**config.mk**
```make
export PLATFORM = sky130hd
export DESIGN_NAME = pipe_skid_reg
export DESIGN_NICKNAME = d
export VERILOG_FILES = /design/src/rtl/pipe_skid_reg.sv
export SDC_FILE = /design/constraint.sdc
export NUM_CORES = 1
export LEC_CHECK = 0
export ABC_AREA = 1
export CAP_MARGIN = 0
export CORE_ASPECT_RATIO = 2
export CORE_MARGIN = 2
export CORE_UTILIZATION = 40
export CTS_CLUSTER_SIZE = 25
export DETAILED_ROUTE_END_ITERATION = 7
export GPL_ROUTABILITY_DRIVEN = 0
export HOLD_SLACK_MARGIN = 0.06
export PLACE_DENSITY_LB_ADDON = 0.2
export SLEW_MARGIN = 20
export SYNTH_ARGS = -nofsm -noshare
export SYNTH_HDL_FRONTEND = slang
export SYNTH_SLANG_ARGS = --single-unit
```
**constraint.sdc**
```tcl
create_clock -name clk -period 2 [get_ports clk]
set_input_delay 0.6 -clock clk [delete_from_list [all_inputs] [get_ports clk]]
set_output_delay 0.6 -clock clk [all_outputs]
set_load 0.05 [all_outputs]
```
**src/rtl/pipe_skid_reg.sv**
```systemverilog
// Two-entry pipeline stage: output register O plus skid register S, with
// exception-redirect (req) and bubble (flush) injection on the output slot.
module pipe_skid_reg #(
  parameter int              DATA_W   = 192,
  parameter int              PC_W     = 32,
  parameter logic [PC_W-1:0] EXC_PC   = 32'h0000_4180,
  parameter logic [PC_W-1:0] RESET_PC = '0
) (
  input  logic              clk,
  input  logic              reset,
  input  logic              req,
  input  logic              flush,
  input  logic              in_valid,
  output logic              in_ready,
  input  logic [PC_W-1:0]   in_pc,
  input  logic [DATA_W-1:0] in_data,
  output logic              out_valid,
  input  logic              out_ready,
  output logic [PC_W-1:0]   out_pc,
  output logic [DATA_W-1:0] out_data,
  output logic              out_exc,
  output logic [1:0]        occupancy
);

  typedef struct packed {
    logic              valid;
    logic [PC_W-1:0]   pc;
    logic [DATA_W-1:0] data;
  } ent_t;

  ent_t o_q, o_d;
  ent_t s_q, s_d;
  logic exc_q, exc_d;
  logic accept, consume;

  // Ready depends only on registered S plus the redirect inputs, never on out_ready.
  assign in_ready  = !s_q.valid && !req && !flush;
  assign accept    = in_valid && in_ready;
  assign consume   = o_q.valid && out_ready;

  assign out_valid = o_q.valid;
  assign out_pc    = o_q.pc;
  assign out_data  = o_q.data;
  assign out_exc   = exc_q;
  assign occupancy = {1'b0, o_q.valid} + {1'b0, s_q.valid};

  always_comb begin
    o_d   = o_q;
    s_d   = s_q;
    exc_d = exc_q;
    if (req) begin
      o_d   = '{valid: 1'b0, pc: EXC_PC, data: '0};
      s_d.valid = 1'b0;
      exc_d = 1'b1;
    end else if (flush) begin
      o_d   = '{valid: 1'b0, pc: RESET_PC, data: '0};
      s_d.valid = 1'b0;
      exc_d = 1'b0;
    end else if (!o_q.valid || consume) begin
      // S always drains before new input; in_ready blocks accept while S is full.
      if (s_q.valid) begin
        o_d       = s_q;
        s_d.valid = 1'b0;
        exc_d     = 1'b0;
      end else if (accept) begin
        o_d   = '{valid: 1'b1, pc: in_pc, data: in_data};
        exc_d = 1'b0;
      end else begin
        o_d.valid = 1'b0;
      end
    end else if (accept) begin
      s_d = '{valid: 1'b1, pc: in_pc, data: in_data};
    end
  end

  always_ff @(posedge clk or negedge reset) begin
    if (!reset) begin
      o_q   <= '{valid: 1'b0, pc: RESET_PC, data: '0};
      s_q   <= '{valid: 1'b0, pc: '0, data: '0};
      exc_q <= 1'b0;
    end else begin
      o_q   <= o_d;
      s_q   <= s_d;
      exc_q <= exc_d;
    end
  end

endmodule

```
==> summary.txt <==
Clock network
  – CTS clk-pin slew, worst paths: 0.06 ns
  – TritonCTS clock tree: done
  – Clk sinks: 451
  – Root Driver: clkbuf_16
  – CTS max path bufs: 3
  – Total CTS buffers: 43
  – Max H-tree Level: 2
  – Worst skew pair latency: 0.56 ns

Cells and area
  – Final instance area: 27,200 um2
  – Post-layout util: 54.2%
  – Nets@finish: 3,330
  – Post-Layout Cell Count: 3,794
  – Syn-to-layout area delta: 34.2%
  – Layout cell share with drive strength beyond 1: 13.1%

Die
  – Core area: 50,100 um2
  – Rows: 116
  – Initial Utilization: 40.4%
  – Die Y-Extent: 322 um
  – I/O pin cnt: 459
  – Die area: 52,500 um2
  – Die width: 163 um

Routing
  – Vias per Instance: 4.84
  – Final wirelength: 61,700 um
  – DR WL/cell: 16.3 um
  – DRC: 0
  – Post-DRT Antenna Nets: 0
  – Via count: 18,400
  – Initial drt markers: 1,364
  – Pre-Repair DR Iteration Count: 8

Synth
  – Post-Synthesis Cells: 2,671
  – Yosys warning count: 0
  – Flops & latches, synth: 451
  – Synth top cells by count: nand2_1, dfrtp_1, o21ai_0, buf_2, buf_4
  – Synth Flop Type: dfrtp_1
  – Dominant cells by area after synthesis: dfrtp_1, nand2_1, o21ai_0
  – Post-synth EDFFs: 0
  – Post-synth top area cell: dfrtp_1
  – Top-count cell post-synth: nand2_1
  – Post-Syn Area: 20,200 um2
  – Mean Syn Cell Area: 7.57 um2
  – Post-synthesis sequential area ratio: 55.8%
  – Syn_nets: 2,902
  – Synth top area share: 55.8%
  – Fraction of registers with async set/reset: 100%
  – Cell variety after synth: 20

Placed design
  – Hpwl dp: 42,500 um
  – Dpl ws: -0.379 ns
  – Post-placement cell area: 25,500 um2
  – Post-Place Cells: 3,699
  – Count of buffers from port buffering: 458

Pwr
  – Gate power share: 15.0%
  – Sequential power share: 45.6%
  – Net Sw Power: 6.24 mW
  – PwrDens: 844 nW/um2
  – Clock share of power: 39.3%
  – Static leakage power: 14.2 nW
  – Net switching share of the total power: 27.2%
  – Peak supply drop: 0.666 mV
  – Cell internal pwr: 16.7 mW

Worst setup path
  – Critical Path RT: 1.40 ns
  – Startpoint types: flip-flop
  – CP Max Fanout: 2
  – Critical path capture point type: output pin
  – CP Class: flip-flop to output pin
  – Crit path DAT: 1.48 ns

Global route
  – Total GRT Usage: 23.5%
  – Largest net degree at the start of global routing: 123
  – Vias in the first global route: 18,000
  – Total global routing overflow: 0
  – First-pass GRT wire length: 98,000 um
  – Initial antenna violation count: 16

Timing
  – Fin crit share: 104%
  – Final hold violation count: 0
  – Setup TNS: -0.143 ns
  – Post-route setup slack: -0.0793 ns
  – Setup violators final: 2
  – Fin. max-slew vios: 0
  – Final Skew: 0.0166 ns
  – RSZ-0062 raised after global routing: yes
  – Tmin final: 2.08 ns
  – Slew margin rel.: 57.8%
  – Fmax: 0.481 GHz
  – Least-Margin Pin Slew: 0.633 ns

Status
  – Failing checks: negative setup slack
  – Status: finished, violations left

Hold path
  – Hold crit path type: flip-flop to flip-flop

Flow run
  – Max cap viols: 0
## layout by cell type, fill, tap and decap left out, drive strengths merged
master / n
a31oi: 1
buf: 326
bufinv: 7
clkbuf: 60
clkdlybuf4s50: 226
clkinv: 10
clkinvlp: 1
dfrtp: 451
diode: 13
dlygate4sd2: 1
dlygate4sd3: 1
dlymetal6s2s: 1
ha: 1
inv: 15
nand2: 1799
nand3: 5
nand4: 1
nor2: 4
o211ai: 1
o21ai: 221
## cells by family after synthesis
kind of cell | count (synthesis) | synth area share, %
and+or+nand+nor | 1809 | 33.7
adders and majority gates | 1 | 0.0618
buffers and inverters | 187 | 4.91
AOI/OAI and AO/OA | 223 | 5.54
DFF | 451 | 55.8
## per-stage QoR
step | total power, mW | hold slack, ns
after detailed placement | 14.1 | 0.465
after floorplan | 12.4 | 0.304
after global routing | 23.9 | 0.494
after global placement | 14.0 | 0.461
final | 22.9 | 0.477
after CTS | 23.2 | 0.481
## metal layers
metal  global-route usage (%)  part of all wire, %  vias to the layer above
met2                     40.2                   50                      591
met3                     5.10                  6.7                      109
li1                         -                    -                     9022
met1                     28.6                   40                     8631
met4                     9.56                  3.7                        8
met5                        0                 0.10                        -
## flip-flops by register name (all words and copies together) (netlist names)
signal and flops:
s_q 225, out_data 192, out_valid 1, out_pc 32, out_exc 1
## timing repair
| item | 4_1_cts | 5_1_grt |
|---|---|---|
| endpoints found under the hold margin | 19 | 0 |
| cloned | 0 | 0 |
| buffers inserted | 3 | 0 |
| resized for setup | 5 | 2 |
| pin swaps | 2 | 0 |
| setup endpoints to repair | 3 | 6 |
| hold buffers | 1 | 0 |
## final cells by class
class	count	area [um2]
fillers	4679	22900
flip-flops and latches	451	11300
multi-input cells	2033	8010
repair buffers	555	5400
clock buffers	60	1280
well taps	649	812
clock inverters	18	272
inverters	15	61.3
diodes	13	32.5
## final timing paths
kind / start / endpoint / slack (ns) / cells after the start
worst max-delay path: s_q[224] / occupancy[0] / -0.08 / 2
worst min-delay path: out_exc / out_exc / 0.48 / 2
worst max register to register: s_q[224] / out_pc[25] / 0.15 / 7
worst min register to register: out_exc / out_exc / 0.48 / 2
max in group asynchronous: reset / s_q[103] / 0.78 / 3
min in group asynchronous: reset / s_q[212] / 0.54 / 2
## worst max-delay path, cell delays in order (launching register included)
cell and delay (ns):
dfrtp_4 0.51, ha_4 0.28, buf_8 0.13
## power by group through the flow
stage | Combinational, mW | Clock (mW) | Sequential (mW)
after floorplan | 1.11 | 0 | 11.3
after global routing | 3.79 | 9.59 | 10.6
final | 3.45 | 9.02 | 10.5
after global placement | 3.40 | 0 | 10.6
after CTS | 3.49 | 9.24 | 10.5
after detailed placement | 3.47 | 0 | 10.6
Note: power is estimated with default switching activity, not from simulation.
